--- src/rtl/fht_but_array_if.sv ---
// rtl/fht_but_array_if.sv - handshake/data bundle for the FHT butterfly array
interface fht_but_array_if #(
  parameter int D_BIT = 17,
  parameter int W_BIT = 12,
  parameter int N_BUT = 2
);
  logic                     iVALID;
  logic [1:0]               iMODE;
  logic                     iSCALE;
  logic [N_BUT*D_BIT-1:0]   iX_0;
  logic [N_BUT*D_BIT-1:0]   iX_1;
  logic [N_BUT*D_BIT-1:0]   iX_2;
  logic [N_BUT*W_BIT-1:0]   iCOS;
  logic [N_BUT*W_BIT-1:0]   iSIN;
  logic                     iOVF_CLR;
  logic                     oVALID;
  logic [N_BUT*D_BIT-1:0]   oA;
  logic [N_BUT*D_BIT-1:0]   oB;
  logic                     oOVF;

  modport master (
    output iVALID, iMODE, iSCALE, iX_0, iX_1, iX_2, iCOS, iSIN, iOVF_CLR,
    input  oVALID, oA, oB, oOVF
  );

  modport slave (
    input  iVALID, iMODE, iSCALE, iX_0, iX_1, iX_2, iCOS, iSIN, iOVF_CLR,
    output oVALID, oA, oB, oOVF
  );
endinterface

--- src/rtl/fht_but_array.sv ---
// rtl/fht_but_array.sv - N_BUT-lane radix-2 FHT butterfly array, 3-stage pipeline with scaling, saturation and bank mixer
module fht_but_array #(
  parameter int D_BIT = 17,
  parameter int W_BIT = 12,
  parameter int N_BUT = 2
) (
  input  logic            iCLK,
  input  logic            iRESET,
  fht_but_array_if.slave  bus
);
  localparam int PW = D_BIT + W_BIT;      // one full-precision product
  localparam int SW = D_BIT + W_BIT + 1;  // sum of the two products
  localparam int EW = D_BIT + 2;          // butterfly outputs before saturation
  localparam logic signed [SW-1:0] RND     = SW'(2 ** (W_BIT - 3));
  localparam logic signed [EW-1:0] SAT_MAX = EW'(2 ** (D_BIT - 1) - 1);
  localparam logic signed [EW-1:0] SAT_MIN = -EW'(2 ** (D_BIT - 1));
  localparam logic [1:0] MODE_FIRST  = 2'd1;
  localparam logic [1:0] MODE_SECOND = 2'd2;

  logic signed [PW-1:0]    pc_d [N_BUT];
  logic signed [PW-1:0]    ps_d [N_BUT];
  logic signed [PW-1:0]    pc_q [N_BUT];
  logic signed [PW-1:0]    ps_q [N_BUT];
  logic signed [D_BIT-1:0] x0_s1_q [N_BUT];
  logic signed [D_BIT-1:0] x0_s2_q [N_BUT];
  logic signed [SW-1:0]    sum_d [N_BUT];
  logic signed [EW-1:0]    t_d [N_BUT];
  logic signed [EW-1:0]    t_q [N_BUT];
  logic signed [EW-1:0]    p_d [N_BUT];
  logic signed [EW-1:0]    q_d [N_BUT];
  logic signed [D_BIT-1:0] sp_d [N_BUT];
  logic signed [D_BIT-1:0] sq_d [N_BUT];
  logic [1:0]              mode_s1_q, mode_s2_q;
  logic                    scale_s1_q, scale_s2_q;
  logic                    vld_s1_q, vld_s2_q, vld_s3_q;
  logic [N_BUT*D_BIT-1:0]  a_d, b_d, a_q, b_q;
  logic                    clamp_d;
  logic                    ovf_q;

  // Stage 1 combinational: full-precision twiddle products per lane
  always_comb begin
    for (int k = 0; k < N_BUT; k++) begin
      pc_d[k] = PW'($signed(bus.iX_1[k*D_BIT +: D_BIT])) * PW'($signed(bus.iCOS[k*W_BIT +: W_BIT]));
      ps_d[k] = PW'($signed(bus.iX_2[k*D_BIT +: D_BIT])) * PW'($signed(bus.iSIN[k*W_BIT +: W_BIT]));
    end
  end

  // Stage 1 registers: products, X0 and the per-transaction mode/scale travelling with the data
  always_ff @(posedge iCLK) begin
    if (iRESET) vld_s1_q <= 1'b0;
    else        vld_s1_q <= bus.iVALID;
    mode_s1_q  <= bus.iMODE;
    scale_s1_q <= bus.iSCALE;
    for (int k = 0; k < N_BUT; k++) begin
      pc_q[k]    <= pc_d[k];
      ps_q[k]    <= ps_d[k];
      x0_s1_q[k] <= bus.iX_0[k*D_BIT +: D_BIT];
    end
  end

  // Stage 2 combinational: round half up and rescale the twiddle sum back to data units
  always_comb begin
    for (int k = 0; k < N_BUT; k++) begin
      sum_d[k] = SW'(pc_q[k]) + SW'(ps_q[k]) + RND;
      t_d[k]   = EW'(sum_d[k] >>> (W_BIT - 2));
    end
  end

  // Stage 2 registers: rotated term T and the delayed X0
  always_ff @(posedge iCLK) begin
    if (iRESET) vld_s2_q <= 1'b0;
    else        vld_s2_q <= vld_s1_q;
    mode_s2_q  <= mode_s1_q;
    scale_s2_q <= scale_s1_q;
    for (int k = 0; k < N_BUT; k++) begin
      t_q[k]     <= t_d[k];
      x0_s2_q[k] <= x0_s1_q[k];
    end
  end

  // Stage 3 combinational: butterfly, optional halving, saturation and pairwise bank mix
  always_comb begin
    clamp_d = 1'b0;
    a_d     = '0;
    b_d     = '0;
    for (int k = 0; k < N_BUT; k++) begin
      p_d[k] = EW'(x0_s2_q[k]) + t_q[k];
      q_d[k] = EW'(x0_s2_q[k]) - t_q[k];
      if (scale_s2_q) begin
        p_d[k] = (p_d[k] + EW'(1)) >>> 1;
        q_d[k] = (q_d[k] + EW'(1)) >>> 1;
      end
      if (p_d[k] > SAT_MAX) begin
        sp_d[k] = SAT_MAX[D_BIT-1:0];
        clamp_d = 1'b1;
      end else if (p_d[k] < SAT_MIN) begin
        sp_d[k] = SAT_MIN[D_BIT-1:0];
        clamp_d = 1'b1;
      end else begin
        sp_d[k] = p_d[k][D_BIT-1:0];
      end
      if (q_d[k] > SAT_MAX) begin
        sq_d[k] = SAT_MAX[D_BIT-1:0];
        clamp_d = 1'b1;
      end else if (q_d[k] < SAT_MIN) begin
        sq_d[k] = SAT_MIN[D_BIT-1:0];
        clamp_d = 1'b1;
      end else begin
        sq_d[k] = q_d[k][D_BIT-1:0];
      end
    end
    for (int j = 0; j < N_BUT / 2; j++) begin
      case (mode_s2_q)
        MODE_FIRST: begin
          a_d[(2*j)*D_BIT   +: D_BIT] = sp_d[2*j];
          b_d[(2*j)*D_BIT   +: D_BIT] = sp_d[2*j+1];
          a_d[(2*j+1)*D_BIT +: D_BIT] = sq_d[2*j];
          b_d[(2*j+1)*D_BIT +: D_BIT] = sq_d[2*j+1];
        end
        MODE_SECOND: begin
          a_d[(2*j)*D_BIT   +: D_BIT] = sp_d[2*j+1];
          b_d[(2*j)*D_BIT   +: D_BIT] = sp_d[2*j];
          a_d[(2*j+1)*D_BIT +: D_BIT] = sq_d[2*j+1];
          b_d[(2*j+1)*D_BIT +: D_BIT] = sq_d[2*j];
        end
        default: begin
          a_d[(2*j)*D_BIT   +: D_BIT] = sp_d[2*j];
          b_d[(2*j)*D_BIT   +: D_BIT] = sq_d[2*j];
          a_d[(2*j+1)*D_BIT +: D_BIT] = sp_d[2*j+1];
          b_d[(2*j+1)*D_BIT +: D_BIT] = sq_d[2*j+1];
        end
      endcase
    end
  end

  // Stage 3 registers: outputs hold while idle; overflow set wins over clear
  always_ff @(posedge iCLK) begin
    if (iRESET) begin
      vld_s3_q <= 1'b0;
      a_q      <= '0;
      b_q      <= '0;
      ovf_q    <= 1'b0;
    end else begin
      vld_s3_q <= vld_s2_q;
      if (vld_s2_q) begin
        a_q <= a_d;
        b_q <= b_d;
      end
      if (vld_s2_q && clamp_d) ovf_q <= 1'b1;
      else if (bus.iOVF_CLR)   ovf_q <= 1'b0;
    end
  end

  assign bus.oVALID = vld_s3_q;
  assign bus.oA     = a_q;
  assign bus.oB     = b_q;
  assign bus.oOVF   = ovf_q;
endmodule
--- src/flat_wrapper.sv ---
// flat-port wrapper written by rule: the top's interface ports become plain ports
module fht_but_array_flat 
#(
  parameter int D_BIT = 17,
  parameter int W_BIT = 12,
  parameter int N_BUT = 2
)
  (iCLK, iRESET, bus_iVALID, bus_iMODE, bus_iSCALE, bus_iX_0, bus_iX_1, bus_iX_2, bus_iCOS, bus_iSIN, bus_iOVF_CLR, bus_oVALID, bus_oA, bus_oB, bus_oOVF);
  fht_but_array_if #(.D_BIT(D_BIT), .W_BIT(W_BIT), .N_BUT(N_BUT)) bus_i ();
  input  logic iCLK;
  input  logic iRESET;
  input wire logic [$bits(bus_i.iVALID)-1:0] bus_iVALID;
  input wire logic [$bits(bus_i.iMODE)-1:0] bus_iMODE;
  input wire logic [$bits(bus_i.iSCALE)-1:0] bus_iSCALE;
  input wire logic [$bits(bus_i.iX_0)-1:0] bus_iX_0;
  input wire logic [$bits(bus_i.iX_1)-1:0] bus_iX_1;
  input wire logic [$bits(bus_i.iX_2)-1:0] bus_iX_2;
  input wire logic [$bits(bus_i.iCOS)-1:0] bus_iCOS;
  input wire logic [$bits(bus_i.iSIN)-1:0] bus_iSIN;
  input wire logic [$bits(bus_i.iOVF_CLR)-1:0] bus_iOVF_CLR;
  output wire logic [$bits(bus_i.oVALID)-1:0] bus_oVALID;
  output wire logic [$bits(bus_i.oA)-1:0] bus_oA;
  output wire logic [$bits(bus_i.oB)-1:0] bus_oB;
  output wire logic [$bits(bus_i.oOVF)-1:0] bus_oOVF;
  assign bus_i.iVALID = bus_iVALID;
  assign bus_i.iMODE = bus_iMODE;
  assign bus_i.iSCALE = bus_iSCALE;
  assign bus_i.iX_0 = bus_iX_0;
  assign bus_i.iX_1 = bus_iX_1;
  assign bus_i.iX_2 = bus_iX_2;
  assign bus_i.iCOS = bus_iCOS;
  assign bus_i.iSIN = bus_iSIN;
  assign bus_i.iOVF_CLR = bus_iOVF_CLR;
  assign bus_oVALID = bus_i.oVALID;
  assign bus_oA = bus_i.oA;
  assign bus_oB = bus_i.oB;
  assign bus_oOVF = bus_i.oOVF;
  fht_but_array #(.D_BIT(D_BIT), .W_BIT(W_BIT), .N_BUT(N_BUT)) u_core (.iCLK(iCLK), .iRESET(iRESET), .bus(bus_i));
endmodule
--- config.mk ---
export PLATFORM = sky130hd
export DESIGN_NAME = fht_but_array_flat
export DESIGN_NICKNAME = d
export VERILOG_FILES = /design/src/rtl/fht_but_array_if.sv /design/src/rtl/fht_but_array.sv /design/src/flat_wrapper.sv
export SDC_FILE = /design/constraint.sdc
export NUM_CORES = 2
export LEC_CHECK = 0
export ABC_CLOCK_PERIOD_IN_PS = 13940
export BUFFER_PORTS_ARGS = -buffer_cell sky130_fd_sc_hd__clkbuf_2
export CAP_MARGIN = 20
export CORE_MARGIN = 8
export CORE_UTILIZATION = 55
export DETAILED_ROUTE_END_ITERATION = 7
export GPL_TIMING_DRIVEN = 1
export HOLD_SLACK_MARGIN = 0.05
export PLACE_DENSITY = 0.73
export SLEW_MARGIN = 5
export SYNTH_ARGS = -nofsm -noshare
export SYNTH_HDL_FRONTEND = slang
export SYNTH_SLANG_ARGS = --single-unit
--- constraint.sdc ---
create_clock -name iCLK -period 13.94 [get_ports iCLK]
set_input_delay 2.788 -clock iCLK [delete_from_list [all_inputs] [get_ports iCLK]]
set_output_delay 2.788 -clock iCLK [all_outputs]
set_load 0.005 [all_outputs]
# After elaboration in Yosys (flattened, before gate mapping)
# Memories as Yosys holds them, arrays and structs flattened.
# Index checks and enable logic that the tools add are counted.
dict set report classes {
  addsub 12
  n_reduce_logical 2
  eq_ne 2
  muxes 24
  mul 4
  n_lt_le_gt_ge 8
}
# operator n
set op_table {}
lappend op_table {{$mux W17} 8}
lappend op_table {{$pmux W34 S2} 2}
lappend op_table {{$mul A17 B12 Y29} 4}
lappend op_table {{$add A19 B2 Y19 const B} 4}
lappend op_table {{$gt A19 B17 Y1 const B} 4}
lappend op_table {{$lt A19 B17 Y1 const B} 4}
lappend op_table {{$mux W19} 4}
lappend op_table {{$add A29 B11 Y29 const B} 2}
lappend op_table {{$add A29 B29 Y29} 2}
lappend op_table {{$add A17 B19 Y19} 2}
lappend op_table {{$sub A17 B19 Y19} 2}
lappend op_table {{$mux W1} 10}
lappend op_table {{$eq A2 B1 Y1 const B} 1}
lappend op_table {{$eq A2 B2 Y1 const B} 1}
lappend op_table {{$reduce_bool A2 Y1} 1}
lappend op_table {{$logic_and A1 B1 Y1} 1}
dict set report word_totals {
  input_bits 157
  out_inout_bits 70
  n_memories 5
  register_bits 78
  elab_cells 67
  ram_bits 222
}
# memory depth word_bits read_ports rd_ports_with_merged_regs wr line_no
set mem_list {}
lappend mem_list {u_core.pc_q 2 29 2 0 2 fht_but_array.sv:22} ;# logic signed [PW-1:0] pc_q [N_BUT];
lappend mem_list {u_core.ps_q 2 29 2 0 2 fht_but_array.sv:23} ;# logic signed [PW-1:0] ps_q [N_BUT];
lappend mem_list {u_core.t_q 2 19 2 0 2 fht_but_array.sv:28} ;# logic signed [EW-1:0] t_q [N_BUT];
lappend mem_list {u_core.x0_s1_q 2 17 2 0 2 fht_but_array.sv:24} ;# logic signed [D_BIT-1:0] x0_s1_q [N_BUT];
lappend mem_list {u_core.x0_s2_q 2 17 2 0 2 fht_but_array.sv:25} ;# logic signed [D_BIT-1:0] x0_s2_q [N_BUT];

# Depth between registers and ports, before layout
dict set report logic_depth {
  ltp_word 14
  mapped_depth 26
  mapped_depth_nobuf 24
}

# Worst setup path before layout
# No wires, ideal clock.
dict set report synth_timing {
  path_kind {input to register}
  from {input bus_iSIN[3]}
  to {memory u_core.ps_q[0][28] (netlist bit)}
  stages 23
  arrival_time_ps 8318
  setup_slack_ps 5550
  n_path_buf 1
  setup_time_ps 72
  path_cell_list {clkbuf_1 nand2_1 fa_1 inv_1 fa_1 inv_1 fa_1 inv_1 fa_1 fa_1 ha_1 o21a_1 o21ai_0 inv_1 a41o_1 o41ai_1 o211a_1 o31ai_1 or4_1 o311ai_0 o21bai_1 a21oi_1 xnor2_1}
}
# element line_no
set synth_rtl {}
lappend synth_rtl {{from (decl)} flat_wrapper.sv:19} ;# input wire logic [$bits(bus_i.iSIN)-1:0] bus_iSIN;
lappend synth_rtl {{to (decl)} fht_but_array.sv:23}

==> results.sh <==
export IMPL_overflow=0
export IMPL_synth_flop_cell="dfxtp_1"
export IMPL_cts_root_buf="clkbuf_16"
export IMPL_gr_usage_met3_pct=3.61
export IMPL_post_route_util_pct=58.8
export IMPL_stdcell_count=6592
export IMPL_drt_wl_total_mm=118
export IMPL_holdCritStartpoint="u_core.x0_s1_q[0][31]"
export IMPL_firstDrtPassIters=8
export IMPL_ctsLongestPathBuffers=3
export IMPL_area_growth_pct=6.20
export IMPL_hold_violations=0
export IMPL_synth_most_common_cell="inv_1"
export IMPL_start_kind="input port"
export IMPL_dp_cells=6526
export IMPL_maxCapViolations=0
export IMPL_drive_gt1_share_pct=6.63
export IMPL_grtUsageMet2_pct=41.9
export IMPL_period_share_pct=60.7
export IMPL_fmax_mhz=118
export IMPL_antenna_found_initial=4
export IMPL_dpl_hpwl_mm=96.0
export IMPL_slew_violations=0
export IMPL_nFillCells=7527
export IMPL_die_h_um=308
export IMPL_ys_ff_latch=300
export IMPL_path_common_cell="fa_1"
export IMPL_core_rowCount=107
export IMPL_synth_top_area_cell="fa_1"
export IMPL_die_w_um=308
export IMPL_synthTopCellsByArea="fa_1, dfxtp_1, ha_1, inv_1, nand2_1"
export IMPL_cts_sink_count=300
export IMPL_post_cts_buffers=0
export IMPL_die_area_um2=95000
export IMPL_core_area_um2=84900
export IMPL_hold_class="flip-flop to flip-flop"
export IMPL_critPathMaxStageDelay_ns=0.65
export IMPL_numCtsBuffers=36
export IMPL_grt_pass1_vias=38500
export IMPL_path_class="input port to flip-flop"
export IMPL_worstMarginPinSlew_ns=1.08
export IMPL_gr_usage_met1_pct=33.7
export IMPL_start_util_pct=55.4
export IMPL_nets=6761
export IMPL_seq_area_frac_synth_pct=12.8
export IMPL_layout_min_cycle_time_ns=8.47
export IMPL_synth_area_per_cell_um2=8.71
export IMPL_wire_per_inst_um=17.8
export IMPL_clkTransAtPathRegs_ns=0.06
export IMPL_grt_use_total_pct=25.0
export IMPL_num_vias=37300
export IMPL_syn_nets=6738
export IMPL_gp_congestion=0.933
export IMPL_cp_required_ns=14.39
export IMPL_antenna_left=0
export IMPL_synth_edf_count=0
export IMPL_relSlewSlack_pct=27.2
export IMPL_synthTopCellsByCount="inv_1, fa_1, nand2_1"
export IMPL_worstPathArrival_ns=8.91
export IMPL_cp_startpoint="bus_iSIN[3]"
export IMPL_path_cells="clkbuf_2, nand2_1, fa_1, inv_1, fa_1, inv_1, fa_1, inv_1, fa_1, fa_1, ha_1, o21a_1, o21ai_0, inv_1, a41o_1, o41ai_1, o211a_1, o31ai_1, or4_1, o311ai_0, o21bai_1, a21oi_1, xnor2_1"
export IMPL_boundaryPins=227
export IMPL_synthCells=5397
export IMPL_synth_top_area_share_pct=32.2
export IMPL_drc_errors=0
export IMPL_end_kind="flip-flop"
export IMPL_r2r_start="u_core.t_q[0][0]"
export IMPL_grt_pass1_wl_mm=196
export IMPL_outcome="completed"
export IMPL_setup_viol=0
export IMPL_cts_repair_resized=0
export IMPL_portBuffers=226
export IMPL_cts_max_level=2
export IMPL_cts_tree="done"
export IMPL_holdBufCountCts=0
export IMPL_clock_latency_ns=0.58
export IMPL_finClkSkew_ns=0.0586
export IMPL_synthArstFlopShare_pct=0
export IMPL_fin_tns_setup_ns=0
export IMPL_crit_fanout=17
export IMPL_yosys_warnings=0
export IMPL_vias_per_cell=5.66
export IMPL_syn_area_um2=47000
export IMPL_rsz0062_at_grt="false"
export IMPL_busiest_layer="met2"
export IMPL_drt_first_iter_violations=2685
export IMPL_worst_path_max_delay_cell="o41ai_1"
export IMPL_ys_types=108
export IMPL_grt_max_degree=83
## layout make-up
type | count | area (um^2) | area share [%]
clock buffer | 45 | 995 | 1.99
clock inverter | 19 | 254 | 0.509
multi-input combinational | 3936 | 36600 | 73.3
timing repair buffer | 235 | 1200 | 2.40
sequential | 300 | 6010 | 12.0
antenna | 2 | 5.00 | 0.0100
tap | 1144 | 1430 | 2.87
inverter | 911 | 3420 | 6.85
## metal layers
layer / vias up / wire, um
met5: - / 27
met4: 4 / 3550
met3: 231 / 8230
met2: 1304 / 55500
met1: 18300 / 50300
li1: 17400 / -
## placed cells by master, fill, tap and decap left out, types with 76 or more instances in the layout
cell and instances:
a21oi_1 167, and2_1 290, clkbuf_2 226, dfxtp_1 298, fa_1 756, ha_1 428
inv_1 909, nand2_1 657, nand2b_1 98, nand3_1 76, nor2_1 243, nor3_1 121
o21ai_0 159, xnor2_1 164
## worst max-delay path: cells and delay by family
family	cells	cell delay (ns)
compound gates	9	2.03
xor+xnor	1	0.14
fa+ha+maj	6	2.85
buf+inv	5	0.54
simple gates	2	0.54
## sequential cells by signal, summed over array words and instances, names as in the netlist, 2 cells and up
| register | flops |
|---|---|
| u_core.pc_q | 58 |
| u_core.ps_q | 58 |
| u_core.t_q | 38 |
| u_core.bus.oA | 34 |
| u_core.bus.oB | 34 |
| u_core.x0_s1_q | 34 |
| u_core.x0_s2_q | 34 |
| u_core.mode_s1_q | 2 |
| u_core.mode_s2_q | 2 |
## final timing paths
| check | endpoint | slack [ns] | cells after the start |
|---|---|---|---|
| max reg2reg | u_core.bus.oA[15] | 8.31 | 15 |
| min reg2reg | u_core.x0_s2_q[0][31] | 0.30 | 0 |
| max | u_core.ps_q[0][28] | 5.47 | 23 |
| min | u_core.x0_s2_q[0][31] | 0.30 | 0 |
## kinds of logic (layout without fill, tap and decap cells)
group	Yosys count	count (layout)	synth area share, %
AOI/OAI and AO/OA	836	836	12.5
xor gates and xnor gates	198	198	3.69
adders and majority gates	1184	1184	43.6
buffers and inverters	1161	1210	9.35
DFF	300	300	12.8
muxes	16	16	0.346
other	0	2	0
and+or+nand+nor	1702	1702	17.7
## through the flow
| stage | instance area, um^2 | hold WS (ns) | worst slack [ns] |
|---|---|---|---|
| 2_1_floorplan | 47000 | 0.310 | 5.55 |
| 3_3_place_gp | 48700 | 0.312 | 5.07 |
| 3_5_place_dp | 48700 | 0.312 | 4.94 |
| 4_1_cts | 49900 | 0.304 | 5.50 |
| 5_1_grt | 49900 | 0.320 | 5.05 |
| 6_report | 49900 | 0.304 | 5.47 |
Power is left out: the tool's default activity adds up to more than one toggle a clock period on the data nets, which glitch-free logic cannot reach.
